--- src/rtl/cpu_types_pkg.sv ---
// cpu_types_pkg: shared CPU types; pipeline_ctrl optionally adds perf counters when PIPE_CTRL_PERF_EN is defined.
package cpu_types_pkg;
  typedef logic [4:0] regbits_t;
  typedef enum logic [1:0] {RUN, MEMWAIT, HALTED} pctrl_state_t;
endpackage

--- src/rtl/hazard_detect.sv ---
// hazard_detect: flags a load in EX whose destination feeds the instruction in ID.
module hazard_detect
  import cpu_types_pkg::*;
(
  input  logic     idex_DRen,
  input  regbits_t idex_RegDest,
  input  regbits_t ifid_rs,
  input  regbits_t ifid_rt,
  output logic     load_use
);
  assign load_use = idex_DRen && idex_RegDest != '0 &&
                    (idex_RegDest == ifid_rs || idex_RegDest == ifid_rt);
endmodule

--- src/rtl/pipeline_ctrl.sv ---
// pipeline_ctrl: 5-stage pipeline stall/flush/halt control; PIPE_CTRL_PERF_EN adds stall/flush counters.
module pipeline_ctrl
  import cpu_types_pkg::*;
(
  input  logic        CLK,
  input  logic        nRST,
  input  logic        ihit,
  input  logic        dhit,
  input  logic        dmemREN_m,
  input  logic        dmemWEN_m,
  input  logic        branch_taken_m,
  input  logic        jump_m,
  input  logic        halt_m,
  input  logic        idex_DRen,
  input  regbits_t    idex_RegDest,
  input  regbits_t    ifid_rs,
  input  regbits_t    ifid_rt,
  output logic        pc_en,
  output logic        pc_redirect,
  output logic        ifid_en,
  output logic        ifid_flush,
  output logic        idex_en,
  output logic        idex_flush,
  output logic        exmem_en,
  output logic        exmem_flush,
  output logic        memwb_en,
  output logic        memwb_flush,
  output logic        halt
`ifdef PIPE_CTRL_PERF_EN
  ,
  output logic [31:0] stall_cnt,
  output logic [31:0] flush_cnt
`endif
);
  pctrl_state_t state, nxt;
  logic pend, r_halt, r_redir, load_use;
  hazard_detect u_hazard (
    .idex_DRen(idex_DRen), .idex_RegDest(idex_RegDest),
    .ifid_rs(ifid_rs), .ifid_rt(ifid_rt), .load_use(load_use)
  );
  // In MEMWAIT the access is still outstanding until dhit, whatever MEM reports.
  assign pend    = (state == MEMWAIT) ? !dhit : (dmemREN_m | dmemWEN_m) & !dhit;
  assign r_halt  = halt_m & !pend;
  assign r_redir = !r_halt & !pend & (branch_taken_m | jump_m);
  assign halt    = state == HALTED;
  // {pc_en, pc_redirect, ifid en/flush, idex en/flush, exmem en/flush, memwb en/flush}
  assign {pc_en, pc_redirect, ifid_en, ifid_flush, idex_en, idex_flush,
          exmem_en, exmem_flush, memwb_en, memwb_flush} =
    (!nRST || halt) ? 10'b00_01_01_01_01 :
    r_halt          ? 10'b00_01_01_01_10 :
    pend            ? 10'b00_00_00_00_01 :
    r_redir         ? 10'b11_01_01_01_10 :
    load_use        ? 10'b00_00_01_10_10 :
    !ihit           ? 10'b00_01_10_10_10 :
                      10'b10_10_10_10_10;
  assign nxt = (halt || r_halt) ? HALTED : pend ? MEMWAIT : RUN;
  always_ff @(posedge CLK or negedge nRST)
    if (!nRST) state <= RUN;
    else state <= nxt;
`ifdef PIPE_CTRL_PERF_EN
  always_ff @(posedge CLK or negedge nRST)
    if (!nRST) begin
      stall_cnt <= '0;
      flush_cnt <= '0;
    end else begin
      if (!halt && !pc_en && stall_cnt != '1) stall_cnt <= stall_cnt + 32'd1;
      if (!halt && r_redir && flush_cnt != '1) flush_cnt <= flush_cnt + 32'd1;
    end
`endif
endmodule
--- config.mk ---
export PLATFORM = sky130hd
export DESIGN_NAME = pipeline_ctrl
export DESIGN_NICKNAME = d
export VERILOG_FILES = /design/src/rtl/cpu_types_pkg.sv /design/src/rtl/hazard_detect.sv /design/src/rtl/pipeline_ctrl.sv
export SDC_FILE = /design/constraint.sdc
export NUM_CORES = 1
export LEC_CHECK = 0
export BUFFER_PORTS_ARGS = -buffer_cell sky130_fd_sc_hd__buf_2
export CAP_MARGIN = 20
export CORE_AREA = 4 4 41 43
export DETAILED_ROUTE_END_ITERATION = 7
export DIE_AREA = 0 0 45 47
export SYNTH_ARGS = -nofsm -noshare
export SYNTH_HDL_FRONTEND = slang
export SYNTH_SLANG_ARGS = --single-unit
--- constraint.sdc ---
create_clock -name CLK -period 1.95 [get_ports CLK]
set_clock_uncertainty 0.2 [all_clocks]
set_input_delay 0.195 -clock CLK [delete_from_list [all_inputs] [get_ports CLK]]
set_output_delay 0.195 -clock CLK [all_outputs]
set_load 0.005 [all_outputs]
* Word level (Yosys, flattened, before mapping)
Cells that the tools add are included. W data, S select, Z words.
Storage, ports and cells: logic and storage cells 30, input port bits 25, register bits 2, output and inout port bits 11
Operators by class: bitwise operators 6, multiplexer cells 9, reduce and logical (&&, ||, !) cells 10, eq/ne operators 4
Operators by type and width (number):
- $mux W10 | 6
- $eq A5 B5 Y1 | 2
- $reduce_bool A5 Y1 | 1
- $and A1 B1 Y1 | 4
- $logic_not A1 Y1 | 4
- $logic_or A1 B1 Y1 | 3
- $eq A2 B1 Y1 const B | 1
- $eq A2 B2 Y1 const B | 1
- $logic_and A1 B1 Y1 | 2
- $mux W1 | 2
- $mux W2 | 1
- $or A1 B1 Y1 | 2

* Depth between registers and ports, before layout
Gate-level depths: netlist (run 1).
depth after elaboration 12, mapped depth 4, mapped depth without buffers 4

* Hierarchy
A second synthesis (run 1) with hierarchy kept.
Unflattened totals: cells, all modules 46, area total of the unflattened synthesis 412.9 um^2
Modules (own cells, without submodules):
- pipeline_ctrl | instances 1, cells each 29, area each 287.8 um^2
- hazard_detect | instances 1, cells each 17, area each 125.1 um^2

* Worst setup path before layout (run 1)
Ideal clock, no wire load.
kind register to output, start register state[0], end output idex_en, data required time 1.555 ns, arrival time 1.363 ns, slack 0.192 ns, cell stages (with the launch flop) 5, cell sequence dfrtp_1 > nand2b_1 > a21o_1 > or3b_2 > a211oi_1
On the way: word-level cells in the longest chain between the ends 11, elaborated cells on any way between the ends 13
Ends and longest elaborated chain:
- from (decl) | RTL line pipeline_ctrl.sv:35 | pctrl_state_t state, nxt;
- from (signal assigned) | RTL line pipeline_ctrl.sv:59 | else state <= nxt;
- $eq A2 B1 Y1 | RTL line pipeline_ctrl.sv:42 | assign pend = (state == MEMWAIT) ? !dhit : (dmemREN_m | dmemWEN_m) & !dhit;
- $mux W1 | RTL line pipeline_ctrl.sv:42
- $logic_not A1 Y1 | RTL line pipeline_ctrl.sv:43, pipeline_ctrl.sv:44
- $and A1 B1 Y1 | RTL line pipeline_ctrl.sv:43 | assign r_halt = halt_m & !pend;
- $logic_not A1 Y1 | RTL line pipeline_ctrl.sv:44 | assign r_redir = !r_halt & !pend & (branch_taken_m | jump_m);
- $and A1 B1 Y1 (2 in series) | RTL line pipeline_ctrl.sv:44
- $mux W10 | RTL line pipeline_ctrl.sv:52 | r_redir ? 10'b11_01_01_01_10 :
- $mux W10 | RTL line pipeline_ctrl.sv:51 | pend ? 10'b00_00_00_00_01 :
- $mux W10 | RTL line pipeline_ctrl.sv:50 | r_halt ? 10'b00_01_01_01_10 :
- $mux W10 * | RTL line pipeline_ctrl.sv:49 | (!nRST || halt) ? 10'b00_01_01_01_01 :
- to (decl) | RTL line pipeline_ctrl.sv:22 | output logic idex_en,
Mark *: on every way between the ends. The rest lies on a longest branch, timed or not.

* Worst setup path after layout (run 1)
start input idex_RegDest[2], end output ifid_en
On the way: word-level cells in the longest chain between the ends 8, elaborated cells on any way between the ends 11
Ends and longest elaborated chain:
- from (decl) | RTL line pipeline_ctrl.sv:15 | input regbits_t idex_RegDest,
- $eq A5 B5 Y1 / $reduce_bool A5 Y1 (equally long branches) | RTL line hazard_detect.sv:12, hazard_detect.sv:11
- $logic_or A1 B1 Y1 / $logic_and A1 B1 Y1 (equally long branches) | RTL line hazard_detect.sv:12, hazard_detect.sv:11
- $logic_and A1 B1 Y1 * | RTL line hazard_detect.sv:11 | assign load_use = idex_DRen && idex_RegDest != '0 &&
- $mux W10 * | RTL line pipeline_ctrl.sv:53 | load_use ? 10'b00_00_01_10_10 :
- $mux W10 * | RTL line pipeline_ctrl.sv:52
- $mux W10 * | RTL line pipeline_ctrl.sv:51
- $mux W10 * | RTL line pipeline_ctrl.sv:50
- $mux W10 * | RTL line pipeline_ctrl.sv:49
- to (decl) | RTL line pipeline_ctrl.sv:20 | output logic ifid_en,
Marked as above.

==> metrics.cfg, run 1 <==
[cells_and_area]
post-route-util_pct = 47.88
nFillCells = 144
seq_area_um2 = 50.05
multi_input_area_um2 = 297.8
drive_above_1_share_pct = 50.55
top_regs = state (2)
syn2layout_area_growth_pct = 72.92
nets = 118
regMostFlops = state
antenna_cells = 0
largest_register_ffs = 2

[die]
initial_utilization_pct = 27.69
num_io_pins = 36
die_y_um = 47
fp.dieW_um = 45
coreArea_mm2 = 0.001301
dieArea_mm2 = 0.002115
fp-row-count = 13

[setup_path]
cp_max_fo = 3
end_kind = output port
start_kind = input pin
path_class = in -> out
critPathRequiredTime_ns = 1.55
reg2regPathDepth = 5
reg2reg_slack_ns = 0.70
cp.arrival_ns = 1.64

[power]
vdd_ir_drop_max_uv = 203.0
power_uw = 304.4
power.density_mw_per_mm2 = 488.5
p_leak_uw = 0.0003069

[logic_synthesis]
synth_cell_types = 22
syn_area_um2 = 360.3
syn-instance-count = 48
mappedNetlistNets = 73
ys_seq_area_share_pct = 13.89
synth_edf_count = 0
ys_seq_elements = 2
yosysTopAreaCellShare_pct = 24.31
syn_area_per_cell_um2 = 7.507
yosys_most_used_dff = dfrtp_1
synth_largest_area_cell = xnor2_1
yosys_warnings = 0
async_flop_share_pct = 100.0
synthTopCellsByArea = xnor2_1, dfrtp_1, a2111oi_4

[sta]
drv_slew = 0
setup_ws_ns = -0.08062
post-route-period-util_pct = 104.1
worst_pin_slew_ns = 0.2691
finalSetupViolCount = 2
rsz0062_at_grt = yes
relSlewSlack_pct = 82.06
final_hold_viol_count = 0
fmax_mhz = 492.5
layout_min_cycle_time_ns = 2.031

[clock_tree]
cts_tree = built
clock_path_buffers = 2
numCtsBuffers = 3
h-tree-depth = 1
post-cts-setup-buffer-count = 0
clock_sinks = 2
path_clk_slew_ns = 0.03
cts_root_buf = clkbuf_4
clk_latency_ns = 0.22

[place]
portBuffers = 35
pre_cts_slack_ns = -0.07336
place_congestion = 0.7326

[grt]
grt_max_degree = 8
grt_pass1_vias = 499
antenna_found_initial = 0
grt_pass1_wl_mm = 1.897
grt_use_total_pct = 12.85
overflow = 0

[detailed_routing]
vias = 493
drt_pass1_iterations = 2
wl_per_cell_um = 11.25
drt_wl_total_mm = 1.193
drc = 0
routed_via_density = 4.651
first_iter_violations = 1
detail-route-antenna-nets = 0

[run_status]
status = finished, violations left
violations = negative setup slack

[run]
maxCapViolCount = 0

[worst_hold_path]
whs_path_depth = 3
hp-class = in -> reg

synth_stat cells, types with 2 or more instances:
cell / n
nand2_1: 5
dfrtp_1: 2
nand2b_1: 2
a21o_1: 2
xnor2_1: 10
nor2_1: 5
a211oi_1: 3
inv_1: 3
nand3_1: 3
routing by layer:
layer	GRT usage, %	part of all wire (%)	routed length, um	vias to the layer above
li1	-	-	-	255
met1	11.54	34	404	203
met2	23.45	48	574	31
met3	3.831	15	175	4
met4	11.11	3.2	38	0
met5	0	0	0	-
worst max-delay path: stages:
cell	delay (ns)
buf_2	0.12
or4_1	0.53
o21a_1	0.25
a2111oi_4	0.37
buf_2	0.17
cells in the final DEF, fill, tap and decap left out:
cell and instances:
a2111oi_4 1, a211oi_1 3, a21o_1 2, a2bb2oi_1 1
a31o_2 1, and2_1 1, buf_2 35, buf_4 5
clkbuf_4 3, dfrtp_1 2, dlygate4sd3_1 1, inv_1 3
nand2_1 5, nand2b_1 2, nand3_1 3, nor2_1 5
nor2b_1 1, o21a_1 1, o21ai_1 1, o22ai_1 1
or2_1 1, or3_1 1, or3b_4 1, or4_1 1
xnor2_1 10
cells by family after synthesis:
logic type	after synthesis	share of synthesized area, %
simple gates	21	29.52
flops	2	13.89
compound gates	11	28.13
buf+inv	4	4.165
xor+xnor	10	24.30
cell type report:
type,instances,share of cell area (%)
inverters,3,1.807
clock buffers,3,3.614
well taps,15,3.012
flip-flops and latches,2,8.032
repair buffers,41,35.74
multi-input cells,42,47.79
what timing repair did:
action	in CTS	in global routing
hold buffers	1	0
gates cloned	0	0
resized for setup	1	1
endpoints found under the setup margin	6	5
endpoints found under the hold margin	2	0
per-stage QoR:
| step | setup TNS (ns) | cells | hold WS, ns | area, um^2 |
|---|---|---|---|---|
| after floorplan | 0 | 48 | -0.3006 | 360.3 |
| after global placement | -0.01782 | 102 | -0.2050 | 588.1 |
| after detailed placement | -0.07336 | 102 | -0.2014 | 588.1 |
| after CTS | -0.1451 | 106 | 0.002865 | 623.1 |
| after global routing | -0.5306 | 106 | 0.03406 | 623.1 |
| final | -0.08741 | 106 | 0.007311 | 623.1 |
final timing paths:
| kind | start | endpoint |
|---|---|---|
| worst max-delay path | idex_RegDest[2] | ifid_en |
| worst min-delay path | halt_m | state[1] |
| worst max register to register | state[1] | state[1] |
| worst min register to register | state[1] | state[1] |
| max in group asynchronous | nRST | state[1] |
| min in group asynchronous | nRST | state[0] |
power by group:
group / internal (uW) / switching, uW
clock network: 67.7 / 22.9
registers: 50.5 / 3.70
logic: 85.8 / 73.8
Power figures use the tool's default switching activity.
==> inputs of run 2 (changes only) <==
Settings changed: CORE_AREA 4 4 41 43 to default, CORE_MARGIN from default to 4, CORE_UTILIZATION from default to 25, DIE_AREA 0 0 45 47 to default.
==> run 2 against run 1 <==
  * The run still ends with negative setup slack left
  * Final area up 2.0%
  * Hold slack better by 0.0067 ns
  * Die area fell by 0.10%
  * Combinational power barely moved
  * Sequential share of layout area is 0.16 points lower
  * Total power rose by 0.77%
  * Wire length shrank 9.4%
  * Utilization fell by 0.23 points
  * Via count fell by 1.2%
  * Critical endpoint unchanged
  * Largest power group unchanged
==> metrics.cfg, run 2 (synthesis gave the netlist of run 1 again) <==
[setup_path]
reg2reg_slack_ns = 0.70  ; about the same
rr_endpoint = state[1]  ; unchanged
worst_path_max_delay_cell = or4_1  ; unchanged
worstReg2RegStart = state[1]  ; unchanged
cp_max_fo = 3  ; unchanged
cp.arrival_ns = 1.60  ; was 1.64 ns
path_common_cell = buf_2  ; unchanged
path_class = in -> out  ; unchanged
start_kind = input pin  ; unchanged
end_kind = output port  ; unchanged
path_cells = buf_2 -> or4_1 -> o21a_1 -> a2111oi_4 -> buf_2  ; unchanged
reg2regPathDepth = 5  ; unchanged
crit_family = compound AO/OA/AOI/OAI gates  ; unchanged
critPathBufInv = 2  ; unchanged
critical-path-max-stage-delay_ns = 0.53  ; about the same
critPathRequiredTime_ns = 1.55  ; about the same

[cells_and_area]
top_regs = state (2)  ; unchanged
stdcell_area_um2 = 635.6  ; was 623.1 um^2
syn2layout_area_growth_pct = 76.39  ; was 72.92%
drive_above_1_share_pct = 52.17  ; was 50.55%
final_common_cell = buf_2  ; unchanged
seq_area_um2 = 50.05  ; unchanged
antenna_cells = 0  ; unchanged
post-route-util_pct = 47.65  ; was 47.88%
nets = 119  ; was 118
multi_input_area_um2 = 302.8  ; was 297.8 um^2
regMostFlops = state  ; unchanged
nFillCells = 144  ; unchanged
largest_register_ffs = 2  ; unchanged
most-common-layout-cells = buf_2, xnor2_1, buf_4, nor2_1, nand2_1  ; was buf_2, xnor2_1, nor2_1, nand2_1, buf_4

[sta]
worst_pin_slew_ns = 0.2680  ; was 0.2691 ns
fmax_mhz = 500.7  ; was 492.5 MHz
final_hold_viol_count = 0  ; unchanged
rsz0062_at_grt = yes  ; unchanged
post-route-period-util_pct = 102.4  ; was 104.1%
drv_slew = 0  ; unchanged
setup_ws_ns = -0.04706  ; was -0.08062 ns
relSlewSlack_pct = 81.94  ; was 82.06%
fin_setup_tns_ns = -0.05419  ; was -0.08741 ns
finalSetupViolCount = 2  ; unchanged
layout_min_cycle_time_ns = 1.997  ; was 2.031 ns

[place]
place_congestion = 0.7219  ; was 0.7326
pre_cts_slack_ns = -0.03250  ; was -0.07336 ns
dp_hpwl_um = 930.6
portBuffers = 35  ; unchanged
post_dp_cell_area_um2 = 588.1  ; unchanged

[grt]
grt_pass1_wl_mm = 1.607  ; was 1.897 mm
grt_use_total_pct = 10.64  ; was 12.85%
grt_pass1_vias = 438  ; was 499
overflow = 0  ; unchanged
grt_max_degree = 8  ; unchanged
antenna_found_initial = 0  ; unchanged

[worst_hold_path]
min_from = halt_m  ; unchanged
hp-class = in -> reg  ; unchanged
whs_path_depth = 3  ; unchanged
whs_endpoint = state[1]  ; unchanged

[power]
internal_power_uw = 206.4  ; was 204.0 uW
seqPwrFrac_pct = 17.6  ; was 17.8%
power.share.combinational_pct = 53.0  ; was 52.4%
power.density_mw_per_mm2 = 482.5  ; was 488.5 mW/mm^2
clkPwrFrac_pct = 29.4  ; was 29.8%
switching_share_pct = 32.71  ; was 32.98%
vdd_ir_drop_max_uv = 182.1  ; was 203.0 uV
p_leak_uw = 0.0003116  ; was 0.0003069 uW
p_switching_uw = 100.3  ; was 100.4 uW

[die]
coreArea_mm2 = 0.001334  ; was 0.001301 mm^2
fp-row-count = 13  ; unchanged
initial_utilization_pct = 27.02  ; was 27.69%
fp.dieW_um = 45.97  ; was 45 um
die_y_um = 45.97  ; was 47 um
num_io_pins = 36  ; unchanged
dieArea_mm2 = 0.002113  ; was 0.002115 mm^2

[clock_tree]
path_clk_slew_ns = 0.03  ; about the same
numCtsBuffers = 3  ; unchanged
clock_path_buffers = 2  ; unchanged
h-tree-depth = 1  ; unchanged
cts_tree = built  ; unchanged
clock_sinks = 2  ; unchanged
cts_root_buf = clkbuf_4  ; unchanged
clk_latency_ns = 0.22  ; about the same

[detailed_routing]
drc = 0  ; unchanged
wl_per_cell_um = 10.10  ; was 11.25 um
drt_pass1_iterations = 2  ; unchanged
detail-route-antenna-nets = 0  ; unchanged
drt_wl_total_mm = 1.081  ; was 1.193 mm
vias = 487  ; was 493
routed_via_density = 4.551  ; was 4.651
first_iter_violations = 2  ; was 1

[run_status]
status = finished, violations left  ; unchanged
violations = negative setup slack  ; unchanged

[run]
maxCapViolCount = 0  ; unchanged

==> run 2: worst reg2reg max path, stage by stage (launching register included) <==
cell and delay, ns:
dfrtp_1 0.36, nand2b_1 0.14, a21o_1 0.18, buf_4 0.16, nand2_1 0.06, nand2_1 0.05
==> run 2: stage by stage <==
stage	power [uW]	hold slack [ns]	cells
after floorplan	131.2	-0.3006	48
after global placement	208.8	-0.2049	102
after detailed placement	210.4	-0.2031	102
after CTS	313.1	0.003927	107
after global routing	335.8	0.03501	107
final	306.7	0.01401	107
==> run 2: power by group through the flow <==
stage               registers, uW  clock network [uW]  logic [uW]
finish                       54.1                90.1         163
CTS                          54.1                96.7         162
floorplan                    53.5                   0        77.6
global placement             53.8                   0         155
global route                 56.0                 102         178
detailed placement           54.4                   0         156
==> run 2: final cells by class <==
class	instances	share of cell area, %
tap	15	2.953
sequential	2	7.874
multi-input combinational	42	47.64
clock buffer	3	3.543
inverter	3	1.772
timing repair buffer	42	36.22
==> run 2: worst max path at each step <==
stage | from | slack [ns] | depth (start not counted) | to
floorplan | state[0] | 0.19 | 4 | idex_en
global placement | idex_RegDest[2] | -0.007 | 5 | ifid_en
detailed placement | idex_RegDest[2] | -0.03 | 5 | ifid_en
CTS | state[1] | -0.04 | 6 | idex_flush
global route | state[1] | -0.1 | 6 | ifid_flush
finish | idex_RegDest[2] | -0.05 | 5 | ifid_en
==> run 2: what timing repair did <==
action,in CTS,in global routing
gates resized for setup,1,1
hold buffers,1,0
endpoints found under the setup margin,6,6
pin swaps,2,1
hold endpoints to repair,2,0
cloned,0,0
setup buffers,1,0
==> run 2: per-layer routing <==
metal | track usage [%] | wire length [um] | vias up
li1 | - | - | 256
met1 | 12.53 | 445 | 201
met5 | 0 | 0 | -
met3 | 3.162 | 185 | 0
met4 | 6.818 | 0 | 0
met2 | 16.48 | 450 | 30
==> inputs of run 3 (changes only) <==
==> constraint.sdc (replaced) <==
create_clock -name CLK -period 1.95 [get_ports CLK]
set_clock_uncertainty 0.2 [all_clocks]
set_input_delay 0.0975 -clock CLK [delete_from_list [all_inputs] [get_ports CLK]]
set_output_delay 0.0975 -clock CLK [all_outputs]
set_load 0.005 [all_outputs]
==> run 3 against run 2 <==
  * The run now ends clean
  * Global-route usage increased by 0.23 points
  * Register-to-register slack got worse by 0.04 ns
  * Final cell count decreased by 3.7%
  * Combinational power decreased by 8%
  * Maximum frequency increased by 4.3%
  * Die area unchanged
  * Sequential power increased by 6.8%
  * Critical endpoint unchanged
  * Largest power group unchanged
==> metrics.cfg, run 3 (synthesis gave the netlist of run 1 again) <==
[sta]
drv_slew = 0  ; unchanged
layout_min_cycle_time_ns = 1.914  ; was 1.997 ns
rsz0062_at_grt = yes  ; unchanged
final_hold_viol_count = 0  ; unchanged
fin_setup_tns_ns = 0  ; was -0.05419 ns
hold_ws_ns = 0.007450  ; was 0.01401 ns
post-route-period-util_pct = 98.16  ; was 102.4%
relSlewSlack_pct = 63.39  ; was 81.94%
finalSetupViolCount = 0  ; was 2
fmax_mhz = 522.5  ; was 500.7 MHz
worst_pin_slew_ns = 0.5491  ; was 0.2680 ns

[detailed_routing]
detail-route-antenna-nets = 0  ; unchanged
drt_wl_total_mm = 1.040  ; was 1.081 mm
drc = 0  ; unchanged
first_iter_violations = 0  ; was 2
vias = 471  ; was 487
routed_via_density = 4.573  ; was 4.551
drt_pass1_iterations = 1  ; was 2
wl_per_cell_um = 10.10  ; about the same

[die]
num_io_pins = 36  ; unchanged
dieArea_mm2 = 0.002113  ; unchanged
fp-row-count = 13  ; unchanged
initial_utilization_pct = 27.02  ; unchanged
die_y_um = 45.97  ; unchanged
fp.dieW_um = 45.97  ; unchanged
coreArea_mm2 = 0.001334  ; unchanged

[place]
portBuffers = 35  ; unchanged
post_dp_cell_area_um2 = 558.0  ; was 588.1 um^2
dp_hpwl_um = 947.4  ; was 930.6 um
place_congestion = 0.7261  ; was 0.7219

[setup_path]
path_class = in -> out  ; unchanged
path_common_cell = buf_2  ; unchanged
cp.arrival_ns = 1.62  ; was 1.60 ns
critPathRequiredTime_ns = 1.65  ; was 1.55 ns
critical-path-max-stage-delay_ns = 0.52  ; was 0.53 ns
end_kind = output port  ; unchanged
worst_path_max_delay_cell = dlygate4sd3_1  ; was or4_1
cp_max_fo = 5  ; was 3
start_kind = input pin  ; unchanged
path_cells = dlygate4sd3_1 -> buf_2 -> nand2_1 -> or3b_4 -> a2111oi_4 -> buf_2  ; was buf_2 -> or4_1 -> o21a_1 -> a2111oi_4 -> buf_2

[clock_tree]
path_clk_slew_ns = 0.03  ; about the same
numCtsBuffers = 3  ; unchanged
post-cts-setup-buffer-count = 0  ; was 1
cts_tree = built  ; unchanged
clock_path_buffers = 2  ; unchanged
clk_latency_ns = 0.22  ; about the same
clock_sinks = 2  ; unchanged
h-tree-depth = 1  ; unchanged
cts_root_buf = clkbuf_4  ; unchanged

[power]
p_switching_uw = 98.17  ; was 100.3 uW
power.density_mw_per_mm2 = 482.3  ; was 482.5 mW/mm^2
switching_share_pct = 33.07  ; was 32.71%
vdd_ir_drop_max_uv = 182.6  ; was 182.1 uV
clkPwrFrac_pct = 29.9  ; was 29.4%
power.share.combinational_pct = 50.7  ; was 53.0%
seqPwrFrac_pct = 19.5  ; was 17.6%
power_uw = 296.9  ; was 306.7 uW
p_leak_uw = 0.0002942  ; was 0.0003116 uW
internal_power_uw = 198.7  ; was 206.4 uW

[grt]
grt_pass1_vias = 436  ; was 438
antenna_found_initial = 0  ; unchanged
grt_pass1_wl_mm = 1.628  ; was 1.607 mm
overflow = 0  ; unchanged
grt_max_degree = 8  ; unchanged
grt_use_total_pct = 10.87  ; was 10.64%

[run_status]
status = completed  ; was finished, violations left

[cells_and_area]
most-common-layout-cells = buf_2, xnor2_1, nor2_1, nand2_1  ; was buf_2, xnor2_1, buf_4, nor2_1, nand2_1
stdcell_area_um2 = 615.6  ; was 635.6 um^2
top_regs = state (2)  ; unchanged
syn2layout_area_growth_pct = 70.83  ; was 76.39%
nets = 115  ; was 119
regMostFlops = state  ; unchanged
largest_register_ffs = 2  ; unchanged
final_common_cell = buf_2  ; unchanged
drive_above_1_share_pct = 50.00  ; was 52.17%
antenna_cells = 0  ; unchanged
nFillCells = 149  ; was 144

[worst_hold_path]
hp-class = in -> async  ; was in -> reg

[run]
maxCapViolCount = 0  ; unchanged

==> run 3: cell count changes in the layout (fill, tap and decap cells not counted) <==
cell           change
nand2b_4           +1
buf_4              -5
dlygate4sd3_1      +1
nand2b_1           -1
==> run 3: critical path: cells and delay by family <==
kind	cells	cell delay, ns
compound gates	1	0.19
simple gates	2	0.51
buf+inv	3	0.82
==> run 3: power by group through the flow <==
stage               combinational [uW]  sequential (uW)  clock (uW)
finish                             150             57.8        88.7
global route                       169             59.1        99.3
CTS                                146             54.6        93.9
detailed placement                 141             54.9           0
global placement                   140             53.8           0
floorplan                         77.6             53.5           0
==> run 3: per-layer routing <==
layer	global-route usage (%)	share of wire, %	vias to the layer above
met4	8.523	0.58	0
met3	3.953	18	2
met2	16.48	42	30
met1	12.04	39	191
met5	0	0	-
li1	-	-	248
==> run 3: repair_timing <==
item,CTS,global route
hold endpoints to repair,3,0
resized for setup,1,2
hold buffers,2,0
pin swaps,0,1
endpoints found under the setup margin,3,5
==> run 3: final cells by class <==
cell class / instances / area (um^2) / share of cell area (%)
Clock buffer: 3 / 22.52 / 3.659
Inverter: 3 / 11.26 / 1.829
Multi-Input combinational cell: 42 / 310.3 / 50.41
Sequential cell: 2 / 50.05 / 8.130
Tap cell: 15 / 18.77 / 3.049
Timing Repair Buffer: 38 / 202.7 / 32.93
==> run 3: path summary, 6_finish.rpt <==
kind                           from  endpoint  slack, ns  depth (start not counted)
max                            nRST   ifid_en       0.04                          6
min                            nRST  state[0]      0.007                          2
max reg2reg                state[1]  state[1]       0.66                          5
min reg2reg                state[1]  state[1]       0.33                          2
max in group asynchronous      nRST  state[1]       1.43                          2
min in group CLK               dhit  state[0]       0.09                          4
==> run 3: stage by stage <==
stage	cells	util, %	setup WS [ns]
floorplan	48	-	0.2896
global placement	98	41.84	0.1724
detailed placement	98	41.84	0.1456
CTS	103	45.22	0.01420
global route	103	46.15	-0.06711
finish	103	46.15	0.03597
